File: config.mk
export PLATFORM = sky130hd
export DESIGN_NAME = rip_fetch
export DESIGN_NICKNAME = d
export VERILOG_FILES = /design/src/rtl/rip_fetch_pkg.sv /design/src/rtl/rip_fetch.sv
export SDC_FILE = /design/constraint.sdc
export NUM_CORES = 1
export LEC_CHECK = 0
export CORE_MARGIN = 3
export CORE_UTILIZATION = 44
export CTS_BUF_LIST = sky130_fd_sc_hd__clkbuf_16
export DETAILED_ROUTE_END_ITERATION = 10
export PLACE_DENSITY = 0.84
export SLEW_MARGIN = 40
export SYNTH_ARGS = -nofsm -noshare
export SYNTH_HDL_FRONTEND = slang
export SYNTH_SLANG_ARGS = --single-unit
File: constraint.sdc
create_clock -name clk -period 2.3 [get_ports clk]
set_input_delay 0.575 -clock clk [delete_from_list [all_inputs] [get_ports clk]]
set_output_delay 0.575 -clock clk [all_outputs]
set_load 0.005 [all_outputs]
File: src/rtl/rip_fetch_pkg.sv
// Shared types and constants for the rip instruction-fetch stage.
package rip_const;

  localparam logic [31:0] RIP_RESET_PC = 32'h0000_0000;
  localparam logic [31:0] RIP_NOP_INST = 32'h0000_0013;  // addi x0,x0,0

  typedef enum logic [1:0] {
    BOOT,
    RUN,
    FAULT
  } fetch_state_t;

  typedef struct packed {
    logic [31:0] inst;
    logic [31:0] pc;
    logic        valid;
  } fetch_bundle_t;

endpackage

File: src/rtl/rip_fetch.sv
// Instruction-fetch stage: owns the fetch PC, drives the memory instruction port
// and presents {inst, pc, valid} to decode with stall, redirect and fault handling.
module rip_fetch
  import rip_const::*;
#(
  parameter int unsigned           DATA_WIDTH = 32,
  parameter logic [DATA_WIDTH-1:0] RESET_PC   = DATA_WIDTH'(RIP_RESET_PC),
  parameter logic [DATA_WIDTH-1:0] NOP_INST   = DATA_WIDTH'(RIP_NOP_INST)
) (
  input  logic                  clk,
  input  logic                  rstn,
  input  logic                  stall,
  input  logic                  redirect,
  input  logic [DATA_WIDTH-1:0] redirect_pc,
  output logic [DATA_WIDTH-1:0] mem_pc,
  output logic                  mem_ready,
  input  logic [DATA_WIDTH-1:0] mem_rdata,
  output logic [DATA_WIDTH-1:0] id_inst,
  output logic [DATA_WIDTH-1:0] id_pc,
  output logic                  id_valid,
  output logic                  fault,
  output logic [DATA_WIDTH-1:0] fault_pc,
  output logic [31:0]           fetch_count
);

  fetch_state_t          state;
  logic [DATA_WIDTH-1:0] f_pc;

  assign mem_pc    = f_pc;
  assign mem_ready = (state == RUN) && !stall;
  // The memory output register is the only buffer, so the word is read straight through.
  assign id_inst   = id_valid ? mem_rdata : NOP_INST;

  always_ff @(posedge clk) begin
    if (!rstn) begin
      state       <= BOOT;
      f_pc        <= RESET_PC;
      id_pc       <= '0;
      id_valid    <= 1'b0;
      fault       <= 1'b0;
      fault_pc    <= '0;
      fetch_count <= '0;
    end else begin
      if (id_valid && !stall) begin
        fetch_count <= fetch_count + 32'd1;
      end
      unique case (state)
        BOOT: state <= RUN;
        RUN, FAULT: begin
          // Redirect wins over stall and squashes whatever word is in flight.
          if (redirect) begin
            id_valid <= 1'b0;
            if (redirect_pc[1:0] == 2'b00) begin
              f_pc  <= redirect_pc;
              fault <= 1'b0;
              state <= RUN;
            end else begin
              fault    <= 1'b1;
              fault_pc <= redirect_pc;
              state    <= FAULT;
            end
          end else if (state == RUN && !stall) begin
            f_pc     <= f_pc + DATA_WIDTH'(4);
            id_pc    <= f_pc;
            id_valid <= 1'b1;
          end
        end
        default: state <= BOOT;
      endcase
    end
  end

endmodule

### After elaboration in Yosys (flattened, before gate mapping)

Index checks and enable logic that the tools add are counted.
Widths: inputs -> output; s select.

* flip-flop bits (word level): 132
* output and inout bits: 163
* logic and storage cells: 37

* add/subtract/negate cells: 2
* reductions and logical operators: 12
* equal/unequal tests: 4
* bitwise logic cells: 2
* multiplexer cells: 10

Operator list (number)
* $mux 32: 4
* $add 32x1->32 const B: 1
* $add 32x3->32 const B: 1
* $reduce_and 3->1: 3
* $logic_not 2->1: 2
* $mux 2: 2
* $pmux 2 s2: 1
* $reduce_and 2->1: 2
* $mux 1: 3
* $eq 2x1->1 const B: 1
* $eq 2x2->1 const B: 1
* $logic_and 1x1->1: 2
* $ne 2x1->1 const B: 1
* $ne 2x2->1 const B: 1
* $not 1->1: 2
* $reduce_bool 2->1: 1
* $reduce_or 2->1: 1
* $logic_not 1->1: 1

### Logic depth before layout (Yosys ltp)

Gate-level depths: netlist (run 1).

* depth in word-level cells: 4
* depth in mapped cells: 9
* depth with buffers taken out: 7

### Worst setup path after synthesis (run 1)

No wires, ideal clock.

* path type: register to register
* start point: reg state[0]
* end point: reg f_pc[20] (netlist: mem_pc[20])
* buffers on the path: 2
* setup time: 117 ps
* path slack: 329 ps
* data arrival time: 1854 ps
* data required time: 2183 ps
* stages on the path, launching flop included: 9
* period minus slack after synthesis: 1971 ps
* cells stage by stage: dfxtp_1 > inv_1 > ha_1 > clkbuf_1 > nand4bb_1 > nand2_1 > clkbuf_1 > a21oi_1 > o2bb2ai_1

* cells in the longest elaborated chain, start to end: 4

Ends and longest elaborated chain
* from (decl): RTL line rip_fetch.sv:26 `fetch_state_t state;`
* from (signal assigned): RTL line rip_fetch.sv:36 `state <= BOOT;`
* from (signal assigned): RTL line rip_fetch.sv:48 `BOOT: state <= RUN;`
* from (signal assigned): RTL line rip_fetch.sv:56 `state <= RUN;`
* $eq 2x1->1: RTL line rip_fetch.sv:47, rip_fetch.sv:62
* $logic_and 1x1->1: RTL line rip_fetch.sv:62 `end else if (state == RUN && !stall) begin`
* $reduce_bool 2->1 (no line)
* $reduce_and 3->1 (no line) (*)
* to (signal assigned): RTL line rip_fetch.sv:54 `f_pc <= redirect_pc;`
* to (signal assigned): RTL line rip_fetch.sv:63 `f_pc <= f_pc + DATA_WIDTH'(4);`
* to (decl): RTL line rip_fetch.sv:27 `logic [DATA_WIDTH-1:0] f_pc;`

Mark *: on every way between the ends. The rest lies on a longest branch, timed or not.
A chain may end at the register's enable or synchronous reset.

### Worst setup path after layout (run 1)

* start point: in mem_rdata[30]
* end point: out id_inst[30]

* cells in the longest elaborated chain, start to end: 1

Ends and longest elaborated chain
* from (decl): RTL line rip_fetch.sv:17 `input logic [DATA_WIDTH-1:0] mem_rdata,`
* $mux 32: RTL line rip_fetch.sv:32 `assign id_inst = id_valid ? mem_rdata : NOP_INST;`
* to (decl): RTL line rip_fetch.sv:18 `output logic [DATA_WIDTH-1:0] id_inst,`

Every way passes these cells.

==> metrics, run 1 <==
Slew HR 58.4%; crit path launch type primary input; Clock Tree Buf Depth 2; die height 123 um; H-tree depth 4; post-route ant nets 0; port buffer count 230; Max-Cap Viols 0; WP data required 1730 ps; via count 6629; post-CTS setup repair buffer count 0; post-synth cell types 55; largest net degree at the start of global routing 59; ys async rst share 0%; Routability Congestion 0.915; Clk pin slew, worst setup/hold paths 60 ps; RSZ-0062 raised after global routing false; hpwl dp 14.7 mm; Routed WL 20.7 mm; area leader, netlist dfxtp_1; initial antenna violation count 0; Sw Share 26.2%; Avg Cell Area, Syn 7.83 um^2; CTS tree done; residual DRC count 0; # setup viols final 0; Mapped Cells 775; Syn Std Cell Area 6070 um^2; post-layout util 71.3%; first-pass GRT wire length 31.7 mm; Comb pwr share 15.6%; Final Skew 8.54 ps; commonest non-fill, non-tap cell in the layout clkdlybuf4s50_1; DR WL/cell 17.1 um; Cell Pwr Density 656 nW/um^2; f_max 0.444 GHz; Ys Warns 0; commonest cells after routing, fill and taps aside clkdlybuf4s50_1 (223), nand2_1 (170), dfxtp_1 (131); Vias/cell 5.46; layout cells sized above 1 9.56%; die area 15200 um^2; crit path DAT 1670 ps; register area share after synthesis 43.6%; slew at the pin with the worst max-slew slack 625 ps; total clock sinks 132; site row count 42; dpl cells 1179; hold_buf cts 0; Final Cycle Share 97.8%; Yosys reg bits 132; initial drt markers 505; Net Switching 1.63 mW; VDD IR max 0.509 mV; vias in the first global route 6306; Final min period 2250 ps; syn_nets 848; internal power 4.61 mW; Pleak 3.50 nW; peak fanout along the critical path 1; Clock power frac 44.8%; ys flop type dfxtp_1; grt ovf 0; # fillers 1051; clk root buf clkbuf_16; IO Pins 231; Worst Setup Path Type in2out; core area 13300 um^2; Hold Path Class reg2reg; CP Capture Type output port; initial core utilization 45.4%; Non-Filler Instances 1213; Post-synth EDFFs 0; Die Width 123 um; total track usage 26.7%; Power Total 6.24 mW; Final Max Tran Viols 0; DRT Pass-1 Iters 5; Fin. Hold Viols 0; Final Net Count 1096; Synth area leaders dfxtp_1 (44%), nand2_1 (11%), a21oi_1 (8.1%); Area Overhead vs Synth 56.8%; clk_lat worst skew 420 ps; area share of the largest cell type after synthesis 43.6%; Num CTS Buffers 17; Seq pwr share 39.5%; run status complete, no violations
cells by family (layout without fill, tap and decap cells):
group | Yosys count | in the layout | synth area share (%)
other cells | 0 | 1 | 0
simple gates | 380 | 380 | 30.7
buf+inv | 59 | 320 | 3.77
fa+ha+maj | 5 | 5 | 1.03
xor+xnor | 27 | 27 | 3.90
flops | 132 | 132 | 43.6
compound gates | 161 | 161 | 15.3
mux | 11 | 11 | 1.82
through the flow:
stage	setup slack, ps	hold slack, ps	cell area (um^2)	TNS [ps]
2_1_floorplan	329	453	6070	0
3_3_place_gp	-128	441	8840	-840
3_5_place_dp	-214	446	8840	-2240
4_1_cts	9.41	454	9500	0
5_1_grt	5.12	470	9510	0
6_report	50.1	453	9510	0
synth_stat cells (2+ instances only):
library cell / count
nor2b_1: 3
o211ai_1: 2
a21o_1: 2
a22oi_1: 2
or4_1: 3
nand2b_1: 2
nand4bb_1: 2
nand2_1: 170
a211oi_1: 3
inv_1: 7
or2_2: 2
o21ai_0: 16
nor2_1: 62
a21oi_1: 98
or3_1: 7
and2_1: 32
a32oi_1: 2
mux2i_1: 11
o31ai_1: 6
ha_1: 5
nor4_1: 5
xor2_1: 22
clkbuf_1: 43
o22ai_1: 10
buf_2: 6
nand3_1: 28
o41ai_1: 2
a32o_1: 4
xnor2_1: 5
a31oi_1: 8
nand4_1: 19
nor3_1: 11
dfxtp_1: 132
and4_1: 7
and3_1: 15
buf_1: 2
worst max-delay path, stage by stage:
cell,delay (ps)
clkdlybuf4s50_1,480
and2_1,130
clkdlybuf4s50_1,490
sequential cells by signal (all words and copies together), names as in the netlist:
register     flops
id_pc           32
mem_pc          32
id_valid         1
fault_pc        32
fault            1
fetch_count     32
state            2
path summary, 6_finish.rpt:
kind,slack [ps],to,cells after the start,start
hold / removal,450,id_pc[31],2,id_pc[31]
setup / recovery,50,id_inst[30],3,mem_rdata[30]
setup reg to reg,150,fault_pc[19],7,state[0]
hold reg to reg,450,id_pc[31],2,id_pc[31]
what timing repair did:
item / CTS / global route
pin swaps: 0 / 0
gates cloned: 1 / 0
hold endpoints to repair: 0 / 0
resized for setup: 9 / 6
endpoints found under the setup margin: 18 / 14
power by group through the flow:
stage	clock network, mW	logic [mW]	registers, mW
floorplan	0	0.372	2.52
global route	2.93	1.06	2.48
detailed placement	0	0.955	2.51
global placement	0	0.944	2.51
finish	2.80	0.974	2.47
CTS	2.83	0.979	2.47
routing by layer:
| layer | track usage, % | wire length (um) | vias to the layer above | share of wire, % |
|---|---|---|---|---|
| li1 | - | - | 3187 | - |
| met2 | 46.4 | 10400 | 324 | 50 |
| met3 | 9.52 | 2090 | 36 | 10 |
| met1 | 29.3 | 7690 | 3082 | 37 |
| met4 | 11.7 | 577 | 0 | 2.8 |
| met5 | 0 | 0 | - | 0 |
layout make-up:
cell class / instances / area [um^2] / share of cell area, %
inverter: 8 / 32.5 / 0.342
antenna: 1 / 2.50 / 0.0263
tap: 176 / 220 / 2.31
timing repair buffer: 280 / 2780 / 29.2
sequential: 132 / 2650 / 27.8
multi-input combinational: 584 / 3220 / 33.9
clock buffer: 17 / 425 / 4.47
clock inverter: 15 / 183 / 1.92
Note: power is estimated with default switching activity, not from simulation.
==> inputs of run 2 (changes only) <==
--- a/config.mk
+++ b/config.mk
@@ -9,7 +9,7 @@
 export CORE_UTILIZATION = 44
 export CTS_BUF_LIST = sky130_fd_sc_hd__clkbuf_16
 export DETAILED_ROUTE_END_ITERATION = 10
-export PLACE_DENSITY = 0.84
+export PLACE_DENSITY = 0.91
 export SLEW_MARGIN = 40
 export SYNTH_ARGS = -nofsm -noshare
 export SYNTH_HDL_FRONTEND = slang
==> run 2 against run 1 <==
Effect of this change: non-clock buffer count grew 5; design area shrank 0.30%; global-route usage grew 0.36 points; combinational power grew 0.7%; utilization shrank 0.22 points; power shrank 3.6%.
==> metrics, run 2 (same netlist as run 1, synthesis figures left out) <==
post-CTS setup repair buffer count 0 (unchanged); Final Cycle Share 97.9% (was 97.8%); Routed WL 21.0 mm (was 20.7 mm); Final Net Count 1101 (was 1096); Final Max Tran Viols 0 (unchanged); RSZ-0062 raised after global routing false (unchanged); post-layout util 71.1% (was 71.3%); initial core utilization 45.4% (unchanged); first-pass GRT wire length 32.1 mm (was 31.7 mm); Cell Pwr Density 634 nW/um^2 (was 656 nW/um^2); hpwl dp 15.0 mm (was 14.7 mm); H-tree depth 4 (unchanged); site row count 42 (unchanged); # setup viols final 0 (unchanged); Most Frequent Cell on Critical Path clkdlybuf4s50_1 (unchanged); commonest cells after routing, fill and taps aside clkdlybuf4s50_1 (227), nand2_1 (170), dfxtp_1 (130) (was clkdlybuf4s50_1 (223), nand2_1 (170), dfxtp_1 (131)); Critical Path Start mem_rdata[27] (was mem_rdata[30]); vias in the first global route 6402 (was 6306); WP data required 1730 ps (about the same); setup slack after layout 48.0 ps (was 50.1 ps); Clk pin slew, worst setup/hold paths 50 ps (was 60 ps); Area Overhead vs Synth 56.4% (was 56.8%); Largest stage delay, worst path 510 ps (was 490 ps); WHS Endpoint id_pc[24] (was id_pc[31]); core area 13300 um^2 (unchanged); Num CTS Buffers 17 (unchanged); Final Skew 11.2 ps (was 8.54 ps); hold path cells 2 (unchanged); f_max 0.444 GHz (about the same); port buffer count 230 (unchanged); final instance area 9480 um^2 (was 9510 um^2); CTS tree done (unchanged); die height 123 um (unchanged); residual DRC count 0 (unchanged); Fin. Hold Viols 0 (unchanged); post-route ant nets 0 (unchanged); clk_lat worst skew 430 ps (was 420 ps); DR WL/cell 17.2 um (was 17.1 um); Hold Path Class reg2reg (unchanged); # fillers 1040 (was 1051); grt ovf 0 (unchanged); peak fanout along the critical path 1 (unchanged); die area 15200 um^2 (unchanged); Final min period 2250 ps (about the same); crit-path cells clkdlybuf4s50_1, and2_1, clkdlybuf4s50_1 (unchanged); IO Pins 231 (unchanged); layout cells sized above 1 10.3% (was 9.56%); total track usage 27.0% (was 26.7%); Routability Congestion 0.906 (was 0.915); Pleak 3.46 nW (was 3.50 nW); slew at the pin with the worst max-slew slack 614 ps (was 625 ps); dpl ws -198 ps (was -214 ps); DRT Pass-1 Iters 5 (unchanged); Clock Tree Buf Depth 2 (unchanged); crit path launch type primary input (unchanged); crit path DAT 1680 ps (was 1670 ps); Post-Place Cell Area 8890 um^2 (was 8840 um^2); initial drt markers 503 (was 505); run status complete, no violations (unchanged); Die Width 123 um (unchanged); via count 6794 (was 6629); Worst path slowest cell clkdlybuf4s50_1 (unchanged); commonest non-fill, non-tap cell in the layout clkdlybuf4s50_1 (unchanged); RR Startpoint state[0] (unchanged); Worst R2R Setup Slack 200 ps (was 150 ps); dpl cells 1185 (was 1179); clk root buf clkbuf_16 (unchanged); Worst Setup Path Type in2out (unchanged); FF-to-FF path depth 7 (unchanged); CP Capture Type output port (unchanged); VDD IR max 0.503 mV (was 0.509 mV); Max-Cap Viols 0 (unchanged); total clock sinks 132 (unchanged); largest net degree at the start of global routing 52 (was 59); Slew HR 59.0% (was 58.4%); Non-Filler Instances 1218 (was 1213); initial antenna violation count 1 (was 0); Vias/cell 5.58 (was 5.46); hold_sp id_pc[24] (was id_pc[31]); worst r2r dst mem_pc[30] (was fault_pc[19])
==> run 2: power by group <==
group          switching (mW)  internal (mW)  total (mW)
registers              0.0878           2.38        2.47
clock network            1.07           1.49        2.56
logic                   0.465          0.517       0.981
total                    1.62           4.39        6.01
==> run 2: worst max path at each step <==
stage | end | slack (ps)
after global placement | fetch_count[30] | -140
after CTS | id_inst[5] | 3
after detailed placement | fetch_count[28] | -200
after global routing | id_inst[4] | 7
after floorplan | mem_pc[20] | 330
final | id_inst[27] | 50
==> run 2: what timing repair did <==
item                                    4_1_cts  5_1_grt
resized for setup                             5        9
hold buffers                                  0        0
pin swaps                                     0        1
gates cloned                                  0        0
endpoints found under the setup margin       31       12
==> run 2: layer usage <==
layer | track usage (%) | part of all wire [%]
met5 | 0 | 0
met4 | 14.9 | 4.1
met3 | 8.78 | 9.8
met2 | 47.2 | 49
met1 | 28.8 | 37
==> run 2: per-stage QoR <==
stage | TNS [ps] | hold slack [ps] | power, mW
6_report | 0 | 451 | 6.01
5_1_grt | 0 | 466 | 6.24
4_1_cts | 0 | 454 | 6.04
3_5_place_dp | -1960 | 446 | 3.47
3_3_place_gp | -1080 | 441 | 3.45
2_1_floorplan | 0 | 453 | 2.89
==> run 2: critical path: cells and delay by family <==
kind	cells	cell delay, ps
and+or+nand+nor	1	150
buffers and inverters	2	960
==> run 2: cell type report <==
type	instances	area, um^2	share of cell area, %
Multi-Input combinational cell	584	3240	34.1
Timing Repair Buffer	285	2790	29.4
Sequential cell	132	2650	27.9
Clock buffer	17	425	4.49
Tap cell	176	220	2.32
Clock inverter	15	133	1.40
Inverter	8	32.5	0.343
Antenna cell	1	2.50	0.0264
